File: src/rtl/seq_alu_pkg.sv
// Shared definitions for the sequential ALU: op-code constants and FSM state encoding.
package seq_alu_pkg;

  localparam logic [2:0] OP_ADD = 3'b000;
  localparam logic [2:0] OP_SUB = 3'b001;
  localparam logic [2:0] OP_MUL = 3'b010;
  localparam logic [2:0] OP_AND = 3'b011;
  localparam logic [2:0] OP_OR  = 3'b100;
  localparam logic [2:0] OP_XOR = 3'b101;

  typedef enum logic [1:0] {
    ST_IDLE = 2'd0,
    ST_BUSY = 2'd1,
    ST_DONE = 2'd2
  } state_e;

endpackage

File: src/rtl/seq_alu_mul.sv
// Radix-2 shift-add multiplier: the first partial product is taken on the start edge,
// and the remaining WIDTH-1 follow one per cycle; o_done pulses once the product is final.
module seq_alu_mul #(
  parameter int WIDTH = 8
) (
  input  logic               clk,
  input  logic               rst,
  input  logic               i_start,
  input  logic [WIDTH-1:0]   i_a,
  input  logic [WIDTH-1:0]   i_b,
  output logic               o_done,
  output logic [2*WIDTH-1:0] o_product
);

  localparam int CW = $clog2(WIDTH + 1);

  logic [2*WIDTH-1:0] r_acc;
  logic [2*WIDTH-1:0] r_mcand;
  logic [WIDTH-1:0]   r_mplier;
  logic [CW-1:0]      r_cnt;
  logic               r_busy;
  logic               r_done;

  always_ff @(posedge clk or posedge rst) begin
    if (rst) begin
      r_acc    <= '0;
      r_mcand  <= '0;
      r_mplier <= '0;
      r_cnt    <= '0;
      r_busy   <= 1'b0;
      r_done   <= 1'b0;
    end else if (i_start) begin
      r_acc    <= i_b[0] ? {{WIDTH{1'b0}}, i_a} : '0;
      r_mcand  <= {{WIDTH{1'b0}}, i_a} << 1;
      r_mplier <= i_b >> 1;
      r_cnt    <= CW'(WIDTH - 1);
      r_busy   <= 1'b1;
      r_done   <= 1'b0;
    end else if (r_busy) begin
      r_acc    <= r_acc + (r_mplier[0] ? r_mcand : '0);
      r_mcand  <= r_mcand << 1;
      r_mplier <= r_mplier >> 1;
      r_cnt    <= r_cnt - CW'(1);
      // The last partial product lands on this edge, so done is flagged alongside it.
      if (r_cnt == CW'(1)) begin
        r_busy <= 1'b0;
        r_done <= 1'b1;
      end
    end else begin
      r_done <= 1'b0;
    end
  end

  assign o_done    = r_done;
  assign o_product = r_acc;

endmodule

File: src/rtl/seq_alu.sv
// Sequential ALU: single-cycle ADD/SUB/logic ops, multi-cycle shift-add MUL.
// Optional zero/overflow flag outputs are built when SEQ_ALU_FLAGS_EN is defined.
module seq_alu
  import seq_alu_pkg::*;
#(
  parameter int WIDTH = 8
) (
  input  logic               clk,
  input  logic               rst,
  input  logic               in_valid,
  output logic               in_ready,
  input  logic [2:0]         op,
  input  logic [WIDTH-1:0]   a,
  input  logic [WIDTH-1:0]   b,
  input  logic               carry_in,
  output logic               out_valid,
  input  logic               out_ready,
  output logic [2*WIDTH-1:0] result,
  output logic               carry_out,
`ifdef SEQ_ALU_FLAGS_EN
  output logic               zero_flag,
  output logic               ovf_flag,
`endif
  output state_e             o_dbg_state
);

  // Handshake: a transfer happens on a rising edge where valid && ready are both high;
  // a source holds its payload stable while valid && !ready.

  state_e             r_state;
  logic               r_in_ready;
  logic               r_out_valid;
  logic [2*WIDTH-1:0] r_result;
  logic               r_cout;

  logic               w_accept;
  logic               w_mul_start;
  logic               w_mul_done;
  logic [2*WIDTH-1:0] w_mul_product;
  logic [WIDTH:0]     w_sum;
  logic [WIDTH:0]     w_diff;
  logic [2*WIDTH-1:0] w_alu_res;
  logic               w_alu_cout;

  assign w_accept    = in_valid && r_in_ready;
  assign w_mul_start = w_accept && (op == OP_MUL);

  seq_alu_mul #(.WIDTH(WIDTH)) u_mul (
    .clk       (clk),
    .rst       (rst),
    .i_start   (w_mul_start),
    .i_a       (a),
    .i_b       (b),
    .o_done    (w_mul_done),
    .o_product (w_mul_product)
  );

  // Bit WIDTH of the zero-extended difference is set exactly when a < b + carry_in.
  assign w_sum  = {1'b0, a} + {1'b0, b} + {{WIDTH{1'b0}}, carry_in};
  assign w_diff = {1'b0, a} - {1'b0, b} - {{WIDTH{1'b0}}, carry_in};

  always_comb begin
    w_alu_res  = '0;
    w_alu_cout = 1'b0;
    case (op)
      OP_ADD: begin
        w_alu_res  = {{WIDTH{1'b0}}, w_sum[WIDTH-1:0]};
        w_alu_cout = w_sum[WIDTH];
      end
      OP_SUB: begin
        w_alu_res  = {{WIDTH{1'b0}}, w_diff[WIDTH-1:0]};
        w_alu_cout = w_diff[WIDTH];
      end
      OP_AND:  w_alu_res = {{WIDTH{1'b0}}, a & b};
      OP_OR:   w_alu_res = {{WIDTH{1'b0}}, a | b};
      OP_XOR:  w_alu_res = {{WIDTH{1'b0}}, a ^ b};
      default: w_alu_res = '0;
    endcase
  end

`ifdef SEQ_ALU_FLAGS_EN
  logic           r_zero;
  logic           r_ovf;
  logic [WIDTH:0] w_sadd;
  logic [WIDTH:0] w_ssub;
  logic           w_alu_ovf;

  // Sign-extended sums never wrap in WIDTH+1 bits, so overflow is a top-two-bit mismatch.
  assign w_sadd    = {a[WIDTH-1], a} + {b[WIDTH-1], b} + {{WIDTH{1'b0}}, carry_in};
  assign w_ssub    = {a[WIDTH-1], a} - {b[WIDTH-1], b} - {{WIDTH{1'b0}}, carry_in};
  assign w_alu_ovf = (op == OP_ADD) ? (w_sadd[WIDTH] ^ w_sadd[WIDTH-1]) :
                     (op == OP_SUB) ? (w_ssub[WIDTH] ^ w_ssub[WIDTH-1]) : 1'b0;
  assign zero_flag = r_zero;
  assign ovf_flag  = r_ovf;
`endif

  always_ff @(posedge clk or posedge rst) begin
    if (rst) begin
      r_state     <= ST_IDLE;
      r_in_ready  <= 1'b1;
      r_out_valid <= 1'b0;
      r_result    <= '0;
      r_cout      <= 1'b0;
`ifdef SEQ_ALU_FLAGS_EN
      r_zero      <= 1'b0;
      r_ovf       <= 1'b0;
`endif
    end else begin
      case (r_state)
        ST_IDLE: begin
          if (w_accept) begin
            r_in_ready <= 1'b0;
            if (op == OP_MUL) begin
              r_state <= ST_BUSY;
            end else begin
              r_state     <= ST_DONE;
              r_out_valid <= 1'b1;
              r_result    <= w_alu_res;
              r_cout      <= w_alu_cout;
`ifdef SEQ_ALU_FLAGS_EN
              r_zero      <= (w_alu_res == '0);
              r_ovf       <= w_alu_ovf;
`endif
            end
          end
        end
        ST_BUSY: begin
          if (w_mul_done) begin
            r_state     <= ST_DONE;
            r_out_valid <= 1'b1;
            r_result    <= w_mul_product;
            r_cout      <= 1'b0;
`ifdef SEQ_ALU_FLAGS_EN
            r_zero      <= (w_mul_product == '0);
            r_ovf       <= 1'b0;
`endif
          end
        end
        ST_DONE: begin
          if (out_ready) begin
            r_state     <= ST_IDLE;
            r_out_valid <= 1'b0;
            r_in_ready  <= 1'b1;
          end
        end
        default: r_state <= ST_IDLE;
      endcase
    end
  end

  assign in_ready    = r_in_ready;
  assign out_valid   = r_out_valid;
  assign result      = r_result;
  assign carry_out   = r_cout;
  assign o_dbg_state = r_state;

endmodule

File: config.mk
export PLATFORM = sky130hd
export DESIGN_NAME = seq_alu
export DESIGN_NICKNAME = d
export VERILOG_FILES = /design/src/rtl/seq_alu_pkg.sv /design/src/rtl/seq_alu_mul.sv /design/src/rtl/seq_alu.sv
export SDC_FILE = /design/constraint.sdc
export NUM_CORES = 1
export LEC_CHECK = 0
export CAP_MARGIN = 0
export CORE_ASPECT_RATIO = 0.5
export CORE_MARGIN = 2
export CORE_UTILIZATION = 55
export CTS_CLUSTER_DIAMETER = 120
export DETAILED_ROUTE_END_ITERATION = 8
export PLACE_DENSITY = 0.77
export SLEW_MARGIN = 20
export SYNTH_ARGS = -nofsm -noshare
export SYNTH_HDL_FRONTEND = slang
export SYNTH_SLANG_ARGS = --single-unit
File: constraint.sdc
create_clock -name clk -period 4.55 [get_ports clk]
set_clock_uncertainty 0.15 [all_clocks]
set_input_delay 1.365 -clock clk [delete_from_list [all_inputs] [get_ports clk]]
set_output_delay 1.365 -clock clk [all_outputs]
set_load 0.005 [all_outputs]
Yosys cells after proc, flatten, opt, wreduce, memory -nomap -nowiden
Index checks and enable logic that the tools add are counted.
{"block": "totals", "register_bits": 67, "latchBits": 0, "ramBits": 0, "rom_bits": 0, "inputBits": 24, "elab_cells": 84, "n_memories": 0}
{"block": "op_classes", "n_addsub": 6, "n_mul": 0, "n_div": 0, "magnitude_cmp": 0, "eq_ne": 13, "n_shift": 0, "mux": 39, "bitwise": 3, "reduce_logical": 12}
{"op": "$mux W16", "n": 8}
{"op": "$pmux W8 S5", "n": 1}
{"op": "$pmux W16 S2", "n": 1}
{"op": "$mux W8", "n": 3}
{"op": "$add A16 B16 Y16", "n": 1}
{"op": "$mux W1", "n": 15}
{"op": "$add A8 B8 Y9", "n": 1}
{"op": "$add A9 B1 Y9", "n": 1}
{"op": "$sub A8 B8 Y9", "n": 1}
{"op": "$sub A9 B1 Y9", "n": 1}
{"op": "$and A8 B8 Y8", "n": 1}
{"op": "$mux W2", "n": 4}
{"op": "$mux W4", "n": 2}
{"op": "$or A8 B8 Y8", "n": 1}
{"op": "$xor A8 B8 Y8", "n": 1}
{"op": "$eq A3 B2 Y1 const B", "n": 2}
{"op": "$eq A3 B3 Y1 const B", "n": 2}
{"op": "$ne A2 B2 Y1 const B", "n": 3}
{"op": "$pmux W1 S2", "n": 3}
{"op": "$pmux W2 S3", "n": 1}
{"op": "$reduce_and A3 Y1", "n": 2}
{"op": "$reduce_bool A2 Y1", "n": 3}
{"op": "$reduce_and A5 Y1", "n": 1}
{"op": "$eq A4 B1 Y1 const B", "n": 1}
{"op": "12 further kinds", "n": 13}

Longest topological paths before layout
Gate-level depths: netlist of the first run.
{"block": "logic_depth", "ltp_word": 6, "depth_mapped": 11, "ltp_nobuf": 11}

Hierarchy
Synthesis of the first run repeated with hierarchy kept, for this count alone.
{"block": "unflattened", "hier_cells": 580, "area_unflattened_um2": 5141.2}
{"module": "seq_alu_mul", "instances": 1, "cells_each": 298, "area_each_um2": 2761.4}
{"module": "seq_alu", "instances": 1, "cells_each": 282, "area_each_um2": 2379.8}

Worst setup path before layout of the first run
No wires, ideal clock.
{"block": "synth_path", "path_kind": "input port to flip-flop", "from": "input b[0]", "to": "register r_result[5] (netlist: result[5])", "setup_ns": 0.086, "t_arrival_ns": 3.605, "slack_ns": 0.709, "cell_stages": 10, "cell_sequence": "clkbuf_1 > inv_1 > fa_1 > ha_1 > nor4_2 > a211oi_2 > xnor2_1 > mux4_2 > o22a_1 > o221ai_2"}
{"block": "synth_between", "elab_chain_len": 6}
{"element": "from (decl)", "line": "seq_alu.sv:14", "source": "input logic [WIDTH-1:0] b,"}
{"element": "$sub A8 B8 Y9 / $add A8 B8 Y9 (equally long branches)", "line": "seq_alu.sv:60, seq_alu.sv:59"}
{"element": "$sub A9 B1 Y9 / $add A9 B1 Y9 (equally long branches)", "line": "seq_alu.sv:60, seq_alu.sv:59"}
{"element": "$pmux W8 S5 (*)", "line": "seq_alu.sv:65", "source": "case (op)"}
{"element": "$mux W16 (*)", "line": "seq_alu.sv:113", "source": "if (op == OP_MUL) begin"}
{"element": "$mux W16 (*)", "line": "seq_alu.sv:111", "source": "if (w_accept) begin"}
{"element": "$pmux W16 S2 (*)", "line": "seq_alu.sv:109", "source": "case (r_state)"}
{"element": "to (signal assigned)", "line": "seq_alu.sv:118", "source": "r_result <= w_alu_res;"}
{"element": "to (signal assigned)", "line": "seq_alu.sv:131", "source": "r_result <= w_mul_product;"}
{"element": "to (decl)", "line": "seq_alu.sv:33", "source": "logic [2*WIDTH-1:0] r_result;"}
Every way passes the cells marked *; elsewhere a longest branch is shown, timed or not. The select of a mux whose other input is x is not followed.
A chain may end at the register's enable or synchronous reset.

Worst setup path in the final report of the first run
{"block": "layout_path", "from": "input b[0]", "to": "register r_cout (netlist: carry_out)"}
{"block": "layout_between", "elab_chain_len": 6}
{"element": "$sub A8 B8 Y9 / $add A8 B8 Y9 (equally long branches)", "line": "seq_alu.sv:60, seq_alu.sv:59"}
{"element": "$sub A9 B1 Y9 / $add A9 B1 Y9 (equally long branches)", "line": "seq_alu.sv:60, seq_alu.sv:59"}
{"element": "$pmux W1 S2 (*)", "line": "seq_alu.sv:65"}
{"element": "$mux W1 (*)", "line": "seq_alu.sv:113"}
{"element": "$mux W1 (*)", "line": "seq_alu.sv:111"}
{"element": "$pmux W1 S2 (*)", "line": "seq_alu.sv:109"}
{"element": "to (signal assigned)", "line": "seq_alu.sv:119", "source": "r_cout <= w_alu_cout;"}
{"element": "to (decl)", "line": "seq_alu.sv:34", "source": "logic r_cout;"}
Marks and branches as above.

==> results of run 1 <==
[flip-flops by register name, summed over array words and instances (netlist names)]
name             cells
o_dbg_state          2
result              16
in_ready             1
out_valid            1
u_mul.o_done         1
u_mul.r_busy         1
u_mul.o_product     16
u_mul.r_mcand       15
carry_out            1
u_mul.r_cnt          4
u_mul.r_mplier       7
[Yosys cell counts, types with 2 or more instances]
master | number | area [sq um]
mux2i_1 | 28 | 280
nand3_1 | 9 | 45.0
nor4_1 | 5 | 31.3
fa_1 | 5 | 100
nor3b_1 | 4 | 30.0
a22oi_1 | 4 | 30.0
o21ai_0 | 59 | 295
inv_1 | 44 | 165
mux4_2 | 2 | 45.0
o211ai_1 | 4 | 30.0
o21a_1 | 2 | 15.0
nand2_1 | 57 | 214
a21oi_1 | 39 | 195
nor2_1 | 32 | 120
a21o_1 | 7 | 52.6
and3_1 | 5 | 31.3
a31oi_1 | 6 | 37.5
nor2b_1 | 6 | 37.5
dfrtp_1 | 64 | 1600
a211oi_1 | 9 | 67.6
and2_1 | 14 | 87.6
o22ai_1 | 3 | 18.8
a221oi_1 | 2 | 17.5
nor3_1 | 11 | 55.1
clkbuf_1 | 22 | 82.6
a21boi_0 | 2 | 15.0
ha_1 | 49 | 613
o31ai_1 | 2 | 15.0
buf_1 | 4 | 15.0
nand2b_1 | 10 | 62.6
o31ai_2 | 2 | 25.0
a22o_1 | 10 | 87.6
xnor2_1 | 9 | 78.8
xor2_1 | 8 | 70.1
[power by group]
part | switching, W | internal [W] | total, W
clock | 0.000249 | 0.000423 | 0.000672
combinational | 0.000640 | 0.000525 | 0.00117
sequential | 0.000172 | 0.000784 | 0.000956
[worst reg2reg max path, cell delays in order (launching register included)]
cell	delay [ps]
dfrtp_1	560
and2_1	230
ha_1	210
inv_1	80
fa_1	180
nor2b_1	70
o31a_1	280
o31ai_2	290
a21oi_1	110
o22ai_1	210
mux2i_1	340
mux2i_1	230
[stage by stage]
stage	util, %	instances	worst slack (ps)	power, W
after floorplan	-	559	709	0.00175
after global placement	63.0	706	311	0.00206
after detailed placement	63.0	706	247	0.00211
after CTS	66.4	722	602	0.00279
after global routing	66.4	722	423	0.00300
final	66.4	722	580	0.00279
[metal layers]
metal	up-vias	share of wire [%]	GRT usage, %
met2	110	45	41.2
met1	2016	48	36.8
met4	0	0.92	4.35
met3	14	6.0	6.68
li1	2053	-	-
met5	-	0	0
[cell families after synthesis]
logic type | after synthesis | share of synthesized area (%)
compound gates | 164 | 21.0
simple gates | 157 | 15.4
buf+inv | 72 | 5.74
flops | 65 | 33.5
fa+ha+maj | 54 | 14.7
mux | 30 | 6.69
xor+xnor | 17 | 3.06
[layout make-up]
| type | instances | area (sq um) | area share, % |
|---|---|---|---|
| tap | 117 | 146 | 2.55 |
| timing repair buffer | 58 | 546 | 9.51 |
| multi-input combinational | 422 | 2960 | 51.6 |
| sequential | 65 | 1630 | 28.4 |
| clock inverter | 5 | 56.3 | 0.981 |
| inverter | 44 | 165 | 2.88 |
| clock buffer | 11 | 233 | 4.05 |
[worst max-delay path by stage]
stage | start | end | slack (ps) | cells past startpoint
after floorplan | b[0] | result[5] | 710 | 10
after global placement | b[0] | carry_out | 310 | 11
after detailed placement | b[0] | carry_out | 250 | 11
after CTS | b[0] | result[5] | 600 | 10
after global routing | b[0] | carry_out | 420 | 11
final | b[0] | carry_out | 580 | 11
==> run summary, run 1 <==
Status - finished, final reports clean
Core box area - 8650 sq um
Max Slew Vio Count - 0
Clk root buf - clkbuf_16
DIE WIDTH - 137 um
F_max - 252 MHz
Worst Hold Launch - result[3]
Die Y - 70.5 um
Peak supply drop - 0.000230 V
Post-CTS Hold Buffers - 0
Synthesized area per cell - 8.70 sq um
Setup crit start kind - primary input
CTS tree - yes
Setup TNS Final - 0 ps
Final instance area - 5740 sq um
Clk buf depth - 2
Asr flop ratio synth - 100%
Max cap viols - 0
H-tree Lvls - 3
Layout cells sized above 1 - 6.78%
Initial drt markers - 260
Register-to-Register Setup Slack - 1520 ps
CP bufs+invs - 2
PwrDens - 487 nW/um^2
CP most frequent cell - fa_1
Worst Tran Pin Value - 802 ps
HPWL Detailed - 8580 um
Num CTS Buffers - 9
Commonest non-fill, non-tap cell in the layout - dfrtp_1
Clk_lat worst skew - 330 ps
Syn Inst Count - 559
Drt wl/cell - 16.2 um
Port Buffer Count - 44
GPL Wtd Cong - 0.862
Worst hold path type - flip-flop to flip-flop
Crit end category - flip-flop
Worst Path Max Fanout - 3
Antenna Nets Post-Route - 0
Initial Utilization - 56.3%
First-pass GRT wire length - 19600 um
Yosys reg bits - 65
Antenna violations before repair - 0
Yosys warns - 0
Min Tclk post-route - 3970 ps
Top-Level Pins - 45
Pin count of the biggest net entering global routing - 48
Post-synth top flop - dfrtp_1
Total number of vias - 4193
Delay-heaviest family, CP - compound AO/OA/AOI/OAI gates
Cell Rows - 24
Critical-path cell list - clkdlybuf4s50_1, inv_1, fa_1, fa_1, o21ai_0, a211oi_1, a21o_1, a21oi_1, xnor2_1, o2bb2ai_1, a22o_1
Clock Sinks - 65
Synth-to-layout area growth - 18.0%
RR Endpoint - u_mul.o_product[15]
Seq/Total Area, Yosys - 33.5%
GR Overflow Total - 0
Hold slack - 326 ps
PostCTS Resize Cnt - 0
Vias in the first global route - 4063
Fillers - 713
Post-synth EDFFs - 0
Setup Buffers After CTS - 0
Hold EP - result[3]
Nets@finish - 678
Residual DRC - 0
Hold Crit Depth - 2
RSZ-0062 raised after global routing - false
ANT cells - 0
Clk slew on worst S/H paths - 60 ps
Area after DPL - 5450 sq um
Worst rel slew slack - 46.4%
Arrival time at the worst endpoint - 4040 ps
CP Class - primary input to flip-flop
Reg2Reg Depth - 11
Die footprint - 9660 sq um
Hold Fails Final Rpt - 0
Syn nets - 637
Pre-antenna DRT Iters - 7
Final Cycle Share - 87.2%
WP data required - 4620 ps
# setup viols final - 0
Yosys cell types - 54
GRT Total Usage - 26.0%
Reg2reg start - u_mul.r_mplier[0]
Crit-path max cell delay - 530 ps
CP max-delay cell - clkdlybuf4s50_1
Leak - 2.74 nW
Total wire length - 11700 um
Most frequent cells in the layout - 63 x dfrtp_1, 59 x o21ai_0, 57 x nand2_1, 49 x ha_1, 44 x clkdlybuf4s50_1
Avg Vias per Cell - 5.81
Area of the mapped netlist - 4860 sq um
Note: power is estimated with default switching activity, not from simulation.
==> run 2, diff against run 1 <==
CORE_ASPECT_RATIO = 0.7   (was 0.5)
==> run 2 against run 1 <==
Effect of this change: die area decreased by 0.35%; largest power group unchanged; maximum frequency fell by 4.6%; critical path type unchanged; sequential cell count is the same; hold slack improved by 7.3 ps; utilization grew 1.3 points.
==> run summary, run 2 (synthesis results as in run 1) <==
Status - finished, final reports clean (unchanged)
Cell Rows - 28 (was 24)
Fillers - 691 (was 713)
GPL Wtd Cong - 0.903 (was 0.862)
Clk slew on worst S/H paths - 60 ps (about the same)
Core box area - 8510 sq um (was 8650 sq um)
Initial Utilization - 57.1% (was 56.3%)
Most frequent cells in the layout - 63 x dfrtp_1, 59 x o21ai_0, 57 x nand2_1, 49 x ha_1, 44 x clkdlybuf4s50_1 (unchanged)
Setup crit start - b[0] (unchanged)
Pre-antenna DRT Iters - 5 (was 7)
Die Y - 82.7 um (was 70.5 um)
Avg Vias per Cell - 5.85 (was 5.81)
PostCTS Resize Cnt - 0 (unchanged)
Antenna Nets Post-Route - 0 (unchanged)
Residual DRC - 0 (unchanged)
Top-Level Pins - 45 (unchanged)
Clk_lat worst skew - 340 ps (was 330 ps)
Total number of vias - 4245 (was 4193)
RSZ-0062 raised after global routing - false (unchanged)
Clock Sinks - 65 (unchanged)
Total Power - 0.00285 W (was 0.00279 W)
Leak - 2.75 nW (was 2.74 nW)
Worst Path Max Fanout - 4 (was 3)
Setup Buffers After CTS - 0 (unchanged)
Min Tclk post-route - 4160 ps (was 3970 ps)
ANT cells - 0 (unchanged)
Hold slack - 333 ps (was 326 ps)
Nets@finish - 679 (was 678)
PwrDens - 494 nW/um^2 (was 487 nW/um^2)
Worst Tran Pin Value - 741 ps (was 802 ps)
Post-CTS Hold Buffers - 0 (unchanged)
Vias in the first global route - 3928 (was 4063)
GRT Total Usage - 27.2% (was 26.0%)
Total wire length - 12400 um (was 11700 um)
Clk buf depth - 2 (unchanged)
Die footprint - 9620 sq um (was 9660 sq um)
CP Class - primary input to flip-flop (unchanged)
Clk root buf - clkbuf_16 (unchanged)
Hold Fails Final Rpt - 0 (unchanged)
Commonest non-fill, non-tap cell in the layout - dfrtp_1 (unchanged)
Crit end category - flip-flop (unchanged)
DIE WIDTH - 116 um (was 137 um)
Initial drt markers - 399 (was 260)
Worst Hold Launch - result[0] (was result[3])
Peak supply drop - 0.000243 V (was 0.000230 V)
H-tree Lvls - 3 (unchanged)
Setup crit start kind - primary input (unchanged)
Reg2reg start - u_mul.r_mplier[0] (unchanged)
WP data required - 4630 ps (was 4620 ps)
Layout cells sized above 1 - 7.26% (was 6.78%)
CTS tree - yes (unchanged)
# setup viols final - 0 (unchanged)
Antenna violations before repair - 0 (unchanged)
Worst rel slew slack - 50.5% (was 46.4%)
Synth-to-layout area growth - 18.5% (was 18.0%)
Num CTS Buffers - 9 (unchanged)
Port Buffer Count - 44 (unchanged)
Final Cycle Share - 91.4% (was 87.2%)
Max Slew Vio Count - 0 (unchanged)
HPWL Detailed - 9340 um (was 8580 um)
Max cap viols - 0 (unchanged)
First-pass GRT wire length - 20000 um (was 19600 um)
Worst hold path type - flip-flop to flip-flop (unchanged)
Arrival time at the worst endpoint - 4240 ps (was 4040 ps)
Setup TNS Final - 0 ps (unchanged)
GR Overflow Total - 0 (unchanged)
F_max - 240 MHz (was 252 MHz)
Drt wl/cell - 17.0 um (was 16.2 um)
Pin count of the biggest net entering global routing - 48 (unchanged)
## run 2: cell count changes in the layout (fill, tap and decap cells not counted), sizes merged
cell,change
inv,+2
buf,+1
clkbuf,-2
## run 2: power by group
part / switching, W / internal (W) / leakage (nW)
logic: 0.000646 / 0.000528 / 1.77
clock network: 0.000274 / 0.000428 / 0.146
registers: 0.000187 / 0.000784 / 0.840
total: 0.00111 / 0.00174 / 2.75
## run 2: final timing paths
| check | slack [ps] | cells past startpoint | end |
|---|---|---|---|
| max in group asynchronous | 2170 | 3 | in_ready |
| min | 330 | 2 | result[0] |
| max | 390 | 11 | carry_out |
| max reg2reg | 1420 | 11 | u_mul.o_product[15] |
| min in group asynchronous | 1330 | 2 | u_mul.o_product[15] |
| min reg2reg | 330 | 2 | result[0] |
## run 2: layout make-up
type / count / area (sq um) / area share, %
timing repair buffer: 59 / 553 / 9.59
clock inverter: 7 / 77.6 / 1.35
inverter: 44 / 165 / 2.87
multi-input combinational: 422 / 2960 / 51.4
tap: 120 / 150 / 2.60
sequential: 65 / 1630 / 28.3
clock buffer: 9 / 225 / 3.91
## run 2: worst max-delay path, stage by stage
cell,delay (ps)
clkdlybuf4s50_1,590
inv_1,120
fa_1,450
fa_1,430
o21ai_0,320
a211oi_1,170
a21o_1,210
a21oi_1,170
xnor2_1,140
o2bb2ai_1,80
a22o_1,190
## run 2: metal layers
metal  share of wire, %  up-vias  track usage [%]
met5                  0        -                0
met4               0.72        0             6.07
met3                7.0        8             8.32
met2                 43      130             40.7
met1                 50     2057             38.9
li1                   -     2050                -
## run 2: per-stage QoR
step | util (%) | setup WS (ps) | cell area, sq um | std cells
after floorplan | - | 709 | 4860 | 559
after global placement | 64.2 | 116 | 5460 | 710
after detailed placement | 64.2 | 81.4 | 5460 | 710
after CTS | 67.7 | 422 | 5760 | 726
after global routing | 67.7 | 238 | 5760 | 726
final | 67.7 | 391 | 5760 | 726
